$ cat config.mk
export PLATFORM = sky130hd
export DESIGN_NAME = bit_serial_addsub
export DESIGN_NICKNAME = d
export VERILOG_FILES = /design/src/rtl/bit_serial_addsub.sv
export SDC_FILE = /design/constraint.sdc
export NUM_CORES = 1
export LEC_CHECK = 0
export CAP_MARGIN = 25
export CORE_ASPECT_RATIO = 1.1
export CORE_MARGIN = 2
export CORE_UTILIZATION = 45
export DETAILED_ROUTE_END_ITERATION = 7
export GPL_TIMING_DRIVEN = 0
export PLACE_DENSITY_LB_ADDON = 0.08
export SLEW_MARGIN = 10
export SYNTH_ARGS = -nofsm -noshare
export SYNTH_HDL_FRONTEND = slang
export SYNTH_SLANG_ARGS = --single-unit
$ cat constraint.sdc
create_clock -name clk -period 2.1 [get_ports clk]
set_input_delay 0.315 -clock clk [delete_from_list [all_inputs] [get_ports clk]]
set_output_delay 0.315 -clock clk [all_outputs]
set_load 0.05 [all_outputs]
$ cat src/rtl/bit_serial_addsub.sv
// Bit-serial WIDTH-bit adder/subtractor: one full-adder cell, LSB first.
// Define OVERFLOW_FLAG_EN to build the signed overflow flag; otherwise ovf is 0.
module bit_serial_addsub #(
  parameter int WIDTH = 8
) (
  input  logic             clk,
  input  logic             rst_n,
  input  logic             start,
  input  logic             sub,
  input  logic [WIDTH-1:0] a,
  input  logic [WIDTH-1:0] b,
  output logic             ready,
  output logic             busy,
  output logic             done,
  output logic [WIDTH-1:0] sum,
  output logic             cout,
  output logic             ovf
);

  localparam int CW = (WIDTH > 1) ? $clog2(WIDTH) : 1;

  typedef enum logic [1:0] {
    S_IDLE = 2'd0,
    S_RUN  = 2'd1,
    S_DONE = 2'd2
  } state_e;

  state_e           state_q, state_d;
  logic [WIDTH-1:0] a_q, a_d;
  logic [WIDTH-1:0] b_q, b_d;
  logic [WIDTH-1:0] res_q, res_d;
  logic [WIDTH-1:0] sum_q, sum_d;
  logic [CW-1:0]    cnt_q, cnt_d;
  logic             c_q, c_d;
  logic             cout_q, cout_d;
  logic             s_bit;
  logic             c_nxt;
  logic             last;

`ifdef OVERFLOW_FLAG_EN
  logic             ovf_q, ovf_d;
`endif

  // Single full-adder cell working on the current LSBs
  assign s_bit = a_q[0] ^ b_q[0] ^ c_q;
  assign c_nxt = (a_q[0] & b_q[0]) |
                 (a_q[0] & c_q) |
                 (b_q[0] & c_q);
  assign last  = (cnt_q == CW'(WIDTH - 1));

  // Next-state and datapath control
  always_comb begin
    state_d = state_q;
    a_d     = a_q;
    b_d     = b_q;
    res_d   = res_q;
    sum_d   = sum_q;
    cnt_d   = cnt_q;
    c_d     = c_q;
    cout_d  = cout_q;
`ifdef OVERFLOW_FLAG_EN
    ovf_d   = ovf_q;
`endif
    unique case (state_q)
      S_IDLE: begin
        if (start) begin
          a_d     = a;
          b_d     = sub ? ~b : b;
          c_d     = sub;
          cnt_d   = '0;
          state_d = S_RUN;
        end
      end
      S_RUN: begin
        c_d   = c_nxt;
        a_d   = a_q >> 1;
        b_d   = b_q >> 1;
        res_d = res_q >> 1;
        res_d[WIDTH-1] = s_bit;
        cnt_d = cnt_q + CW'(1);
        if (last) begin
          // Results are published only on DONE entry
          sum_d   = res_d;
          cout_d  = c_nxt;
`ifdef OVERFLOW_FLAG_EN
          // Carry into MSB vs carry out of MSB
          ovf_d   = c_q ^ c_nxt;
`endif
          state_d = S_DONE;
        end
      end
      S_DONE: begin
        state_d = S_IDLE;
      end
      default: begin
        state_d = S_IDLE;
      end
    endcase
  end

  // State and datapath registers, synchronous active-low reset
  always_ff @(posedge clk) begin
    if (!rst_n) begin
      state_q <= S_IDLE;
      a_q     <= '0;
      b_q     <= '0;
      res_q   <= '0;
      sum_q   <= '0;
      cnt_q   <= '0;
      c_q     <= 1'b0;
      cout_q  <= 1'b0;
    end else begin
      state_q <= state_d;
      a_q     <= a_d;
      b_q     <= b_d;
      res_q   <= res_d;
      sum_q   <= sum_d;
      cnt_q   <= cnt_d;
      c_q     <= c_d;
      cout_q  <= cout_d;
    end
  end

`ifdef OVERFLOW_FLAG_EN
  // Overflow flag register, captured with sum
  always_ff @(posedge clk) begin
    if (!rst_n) begin
      ovf_q <= 1'b0;
    end else begin
      ovf_q <= ovf_d;
    end
  end

  assign ovf = ovf_q;
`else
  assign ovf = 1'b0;
`endif

  assign ready = (state_q == S_IDLE);
  assign busy  = (state_q == S_RUN) || (state_q == S_DONE);
  assign done  = (state_q == S_DONE);
  assign sum   = sum_q;
  assign cout  = cout_q;

endmodule

== After elaboration in Yosys (flattened, before gate mapping) ==
Index checks and enable logic that the tools add are counted.

* Register bits: 39
* Bits of input ports: 20
* Output and inout bits: 13
* Logic and storage cells: 40

* Add/subtract/negate cells: 1
* Equality and inequality tests: 5
* Mux-type cells: 12
* Bitwise gates (word level): 8
* Reduce and logical (&&, ||, !) cells: 6

{| class="wikitable"
|+ Operators with widths
! kind !! number
|-
| $pmux 8 s2 || 2
|-
| $mux 8 || 3
|-
| $not 8->8 || 1
|-
| $pmux 3 s2 || 1
|-
| $reduce_and 2->1 || 3
|-
| $mux 2 || 2
|-
| $ne 2x2->1 const B || 2
|-
| $pmux 2 s2 || 1
|-
| $add 3x1->3 const B || 1
|-
| $and 1x1->1 || 3
|-
| $eq 3x3->1 const B || 1
|-
| $mux 3 || 1
|-
| $eq 2x1->1 const B || 1
|-
| $eq 2x2->1 const B || 1
|-
| $logic_not 2->1 || 1
|-
| $or 1x1->1 || 2
|-
| $pmux 1 s2 || 1
|-
| $reduce_bool 2->1 || 1
|-
| $xor 1x1->1 || 2
|-
| $logic_or 1x1->1 || 1
|-
| $mux 1 || 1
|}

== Depth between registers and ports, before layout ==
* Depth in word-level cells: 4
* Depth in mapped cells: 7
* Mapped depth without buffers: 5

== Least setup slack after synthesis ==
No wires, ideal clock.

* Path type: flip-flop to flip-flop
* From: register state_q[0]
* To: register a_q[1]
* Library setup time: 0.116 ns
* Arrival: 1.665 ns
* Data required time: 1.984 ns
* Path slack: 0.319 ns
* Cell stages (with the launch flop): 6
* Path buffers: 1
* Period minus slack after synthesis: 1.781 ns
* Path through: dfxtp_1 inv_1 ha_1 mux2_4 buf_6 o211a_1

* Cells in the longest elaborated chain, start to end: 3
* Elaborated cells between the ends (all ways): 6
* Those cells by class: 2 x eq/ne; 1 x mux; 3 x reduce/logical

{| class="wikitable"
|+ Ends and longest elaborated chain
! item !! line !! RTL
|-
| start: declaration || 28 || <nowiki>state_e state_q, state_d;</nowiki>
|-
| start signal: assignment || 113 || <nowiki>state_q <= state_d;</nowiki>
|-
| $logic_not 2->1 (*) || n/a ||
|-
| net ready || 12 || <nowiki>output logic ready,</nowiki>
|-
| $ne 2x2->1 (no source line) or $reduce_bool 2->1 (tied branches) || n/a ||
|-
| $reduce_and 2->1 (no source line) || n/a ||
|-
| end signal: assignment || 105 || <nowiki>a_q <= '0;</nowiki>
|-
| end signal: assignment || 114 || <nowiki>a_q <= a_d;</nowiki>
|-
| end: declaration || 29 || <nowiki>logic [WIDTH-1:0] a_q, a_d;</nowiki>
|}

The timed path passes the listed nets; every way through them passes the cells marked *.
A chain may end at the register's enable or synchronous reset.

== Final worst setup path ==
* From: register state_q[0]
* To: output done

* Cells in the longest elaborated chain, start to end: 1

{| class="wikitable"
|+ Ends and longest elaborated chain
! item !! line !! RTL
|-
| $eq 2x2->1 || 141 || <nowiki>assign done = (state_q == S_DONE);</nowiki>
|-
| end: declaration || 14 || <nowiki>output logic done,</nowiki>
|}

No other way between the ends.

==> results.yml <==
setup_path:
  slowest_delay_ns: 0.79
  crit_type: "flip-flop to output pin"
  critical-path-slowest-cell: "clkdlybuf4s50_1"
  worstSetupStartpointType: "flip-flop"
  critical_path.max_fanout: 3
  worstSetupEndpointType: "output pin"
  data_required_critical_path_ns: 1.78
  crit_path_cell_trace: "inv_1, ha_1, clkdlybuf4s50_1"
  timing.critical_path.arrival_ns: 1.65
global_route:
  antenna_found_initial: 0
  via_count_of_the_first_global_routing_pass: 1463
  grt_start_max_net_pins: 14
  grt_pass1_wl_um: 6740
  grt_util_all_layers_pct: 18.9
  global_route.overflow_total: 0
clock_network:
  clock_sink_count: 38
  cts-root-to-sink-buffers: 2
  cts.hold.buffers_added: 0
  ctsRootBufferMaster: "clkbuf_8"
  clk_pin_slew_ns: 0.08
  source_to_sink_clock_delay_at_the_later_pin_of_the_worst_skew_pair_ns: 0.29
  count_of_cells_resized_by_post_cts_repair: 2
  ctsHtreeMaxLevel: 2
  clock_buffers_created_by_tritoncts: 5
  tritoncts_clock_tree: "done"
  cts_setup_buffers: 0
worst_hold_path:
  worst_hold_path_type: "input port to flip-flop"
floorplan:
  top_level_ports: 33
  core_region_area_um2: 3900
  initial_utilization_pct: 46.5
  std_cell_rows: 24
  fp.dieW_um: 64.5
  chip_height_um: 70.6
  die_area_um2: 4560
pwr:
  total_leakage_power_nw: 0.965
  vdd_drop_max_mv: 0.520
  power-per-cell-area_nw_per_um2: 806
finish:
  n_fill_cell: 371
  drive_above_1_share_pct: 9.78
  design.final.nets: 250
  syn_to_final_growth_pct: 27.0
  diodes: 0
logic_synthesis:
  synthCells: 188
  postSynthNetCount: 214
  post_synth_num_cell_types: 29
  synthesis.area_per_instance_um2: 9.65
  synthesis.area_um2: 1810
  synth-warning-count: 0
  ys_ff_latch: 38
  seq_area_frac_synth_pct: 41.9
timing:
  worst_tran_pin_value_ns: 0.498
  setup_repair_after_global_routing_missed_its_margin: "no"
  final.setup.tns_ns: 0
  final_number_of_setup_violating_endpoints: 0
  timing.final.hold_violations: 0
  fin_skew_ns: 0.0100
  timing.fmax_mhz: 508
  drv_slew: 0
  timing.final.crit_share_pct: 93.7
  finalCriticalPeriod_ns: 1.97
  worst_slew_margin_rel_pct: 66.7
  setup_slack_ns: 0.131
drt:
  postRouteAntennaNets: 0
  drcViolationCount: 0
  detailedRoute.firstPassIterationCount: 4
  average_wire_length_per_cell_after_detail_routing_um: 14.0
  drt_iter0_drc: 43
  viasPerCell: 5.20
  routed_wl_um: 3870
  detailroute.via_count: 1440
placement:
  dp_hpwl_um: 2730
  port-buffer-count: 29
  pre_cts_ws_ns: 0.228
  gp_routability_congestion: 0.690
job:
  cap_violations: 0
run_status:
  run_status: "completed"
==> Yosys cell counts <==
cell type / count / share of area, %
nor2b_1: 10 / 3.4
o2111ai_1: 7 / 3.4
a21boi_0: 9 / 3.7
fa_1: 1 / 1.1
conb_1: 1 / 0.21
a32oi_1: 2 / 0.97
nand3_1: 17 / 4.7
nand2_2: 1 / 0.35
nor3b_1: 1 / 0.41
o21ai_0: 1 / 0.28
clkbuf_1: 5 / 1.0
ha_1: 5 / 3.4
buf_4: 4 / 1.7
mux2_4: 1 / 0.83
nand3b_1: 2 / 0.83
buf_2: 4 / 1.1
a21oi_1: 2 / 0.55
mux2i_1: 15 / 8.3
o211a_1: 9 / 5.0
dfxtp_1: 38 / 42
or2b_1: 1 / 0.41
a21boi_1: 2 / 0.83
buf_6: 3 / 1.9
inv_1: 3 / 0.62
nand4b_1: 1 / 0.48
nand2_1: 27 / 5.6
mux2i_2: 1 / 0.76
nand2b_1: 7 / 2.4
xor2_1: 8 / 3.9
==> per-stage QoR <==
step	std cells	power [mW]	utilization, %	hold slack [ns]	area, um2
after floorplan	188	1.03	-	0.429	1810
after global placement	269	1.11	55.6	0.436	2170
after detailed placement	269	1.12	55.6	0.441	2170
after CTS	277	1.87	59.0	0.355	2300
after global routing	277	1.93	59.0	0.366	2300
final	277	1.86	59.0	0.361	2300
==> cell usage in the layout, fill, tap and decap left out <==
| cell | count |
|---|---|
| a21boi_0 | 9 |
| a21boi_1 | 2 |
| a21oi_1 | 2 |
| a32oi_1 | 2 |
| buf_2 | 4 |
| buf_4 | 4 |
| buf_6 | 3 |
| bufinv_16 | 2 |
| clkbuf_1 | 5 |
| clkbuf_8 | 5 |
| clkdlybuf4s50_1 | 27 |
| clkinv_4 | 1 |
| conb_1 | 1 |
| dfxtp_1 | 38 |
| dlygate4sd2_1 | 2 |
| fa_1 | 1 |
| ha_1 | 5 |
| inv_1 | 3 |
| mux2_4 | 1 |
| mux2i_1 | 15 |
| mux2i_2 | 1 |
| nand2_1 | 27 |
| nand2_2 | 1 |
| nand2b_1 | 7 |
| nand3_1 | 17 |
| nand3b_1 | 2 |
| nand4b_1 | 1 |
| nor2b_1 | 10 |
| nor3b_1 | 1 |
| o2111ai_1 | 7 |
| o211a_1 | 9 |
| o21ai_0 | 1 |
| or2b_1 | 1 |
| xor2_1 | 8 |
==> final cells by class <==
class	instances	area (um2)	share of cell area, %
multi-input combinational	131	940	40.8
sequential	38	761	33.0
timing repair buffer	29	288	12.5
buffer	16	103	4.45
clock buffer	5	68.8	2.99
clock inverter	3	68.8	2.99
tap	52	65.1	2.82
inverter	3	11.3	0.489
==> layer usage <==
metal / vias up / GRT usage, % / wire (um)
li1: 723 / - / -
met1: 680 / 23.0 / 1670
met2: 32 / 34.1 / 2030
met3: 5 / 2.86 / 130
met4: 0 / 6.38 / 45
met5: - / 0 / 0
==> worst max-delay path: cells and delay by family, from the launching register on <==
family / cells / cell delay [ns]
adder cells (fa/ha/maj): 1 / 0.15
buffers and inverters: 2 / 0.88
flip-flops: 1 / 0.33
==> worst paths after layout <==
kind / from / endpoint / slack, ns / cells after the start
max: state_q[0] / done / 0.13 / 3
min reg2reg: b_q[5] / b_q[5] / 0.45 / 2
min: rst_n / sum[2] / 0.36 / 2
max reg2reg: state_q[1] / cnt_q[0] / 0.51 / 7
==> power by group <==
group	total, mW	switching [mW]	internal [mW]	leakage (nW)
sequential	0.788	0.0235	0.764	0.310
combinational	0.315	0.167	0.148	0.587
clock	0.755	0.279	0.476	0.0683
==> logic make-up after synthesis <==
logic type | count (synthesis) | synth area share, %
fa+ha+maj | 6 | 4.55
xor+xnor | 8 | 3.86
flops | 38 | 41.9
buf+inv | 19 | 6.28
compound gates | 32 | 14.7
simple gates | 67 | 18.6
mux | 17 | 9.86
other cells | 1 | 0.207
==> flip-flops by register name, summed over array words and instances, names as in the netlist <==
| name | cells |
|---|---|
| a_q | 8 |
| b_q | 8 |
| c_q | 1 |
| cnt_q | 3 |
| cout | 1 |
| res_q | 7 |
| state_q | 2 |
| sum | 8 |
Power figures use the tool's default switching activity.
==> patch, RTL diff (same flow settings) <==
The 3 states of `state_e` get a one-hot encoding in 3 bits.
--- a/src/rtl/bit_serial_addsub.sv
+++ b/src/rtl/bit_serial_addsub.sv
@@ -19,10 +19,10 @@
 
   localparam int CW = (WIDTH > 1) ? $clog2(WIDTH) : 1;
 
-  typedef enum logic [1:0] {
-    S_IDLE = 2'd0,
-    S_RUN  = 2'd1,
-    S_DONE = 2'd2
+  typedef enum logic [2:0] {
+    S_IDLE = 3'b001,
+    S_RUN  = 3'b010,
+    S_DONE = 3'b100
   } state_e;
 
   state_e           state_q, state_d;
Function: same outputs for any inputs over 10 cycles, from zero or initial values and one cycle with rst_n low; not proved beyond that.
==> patch against the unedited design <==
Power decreased by 10%. Maximum frequency decreased by 2.4%. Design area decreased by 3.5%. Clock skew decreased by 0.0039 ns. First-iteration DRC count increased by 7.0%. Sequential cell count increased by 1. Die area decreased by 3.2%. Wire length decreased by 9.7%. Synthesized area decreased by 3.4%. Worst setup slack got worse by 0.049 ns. Synthesized cell count decreased by 1.6%. Critical path depth increased by 2.
==> patch: results (changes against the unedited design) <==
| Metric | Value |
|---|---|
| Status | completed |
| Final Hold Slack | 0.4123 ns (+0.05172 ns) |
| First-pass GRT wire length | 6092 um (-9.6%) |
| Reg2Reg Depth | 5 (-2) |
| Maximum vdd ir drop | 0.4568 mV (-12%) |
| Rel. slew slack | 62.75% (-3.9 points) |
| GR Util met2 | 30.88% (-3.3 points) |
| Synth Area in Adders | 2.570% (-2.0 points) |
| Layout Nets | 244 (-2.4%) |
| Resize count post-CTS | 8 (+6) |
| Max incr delay on CP | 0.40 ns (-0.39 ns) |
| Met1 Use GR | 19.32% (-3.6 points) |
| CP Max Fanout | 10 (+7) |
| Top delay family on crit path | simple AND/OR/NAND/NOR gates |
| Met1 WL | 1477 um (-11%) |
| GR met3 Demand/Resource | 6.169% (+3.3 points) |
| Worst Hold Depth | 3 (+1) |
| DR WL met3 | 189 um (+45%) |
| R2R Path End | b_q[6]$_SDFFE_PN0P_ |
| Register area share after synthesis | 44.54% (+2.6 points) |
| Worst hold path endpoint | sum[1]$_SDFFE_PN0P_ |
| CP endpoint | busy |
| Gpl congestion | 0.7393 (+7.2%) |
| Syn nets | 208 (-2.8%) |
| Post-DP HPWL | 2635 um (-3.5%) |
| Vias | 1,415 (-1.7%) |
| Distinct cells, synth | 32 (+10%) |
| Setup slack, reg-to-reg | 0.67 ns (+0.16 ns) |
| Total GRT Usage | 17.49% (-1.4 points) |
[patch: cells by family (layout without fill, tap and decap cells)]
group | after synthesis | after routing
AND/OR/NAND/NOR | 84 | 84
flip-flops | 39 | 39
AO/OA/AOI/OAI | 33 | 33
buffers and inverters | 17 | 54
XOR/XNOR | 8 | 8
adder cells (fa/ha/maj) | 3 | 3
other | 1 | 1
[patch: cell type report]
cell class                      instances  area (um2)
Clock inverter                          2       35.03
Sequential cell                        39       782.0
Fill cell                             361        1459
Multi-Input combinational cell        129       868.3
Clock buffer                            6       82.58
Tap cell                               50       62.56
Buffer                                 17       108.9
Timing Repair Buffer                   29       285.3
[patch: stage by stage]
step / std cells / total power [W] / setup slack [ns] / setup TNS, ns
after floorplan: 185 / 0.0009721 / 0.1811 / 0
after CTS: 272 / 0.001680 / 0.01651 / 0
after global routing: 272 / 0.001742 / 0.004731 / 0
after detailed placement: 264 / 0.001046 / -0.2614 / -0.2614
after global placement: 264 / 0.001039 / -0.2411 / -0.2411
final: 272 / 0.001666 / 0.08195 / 0
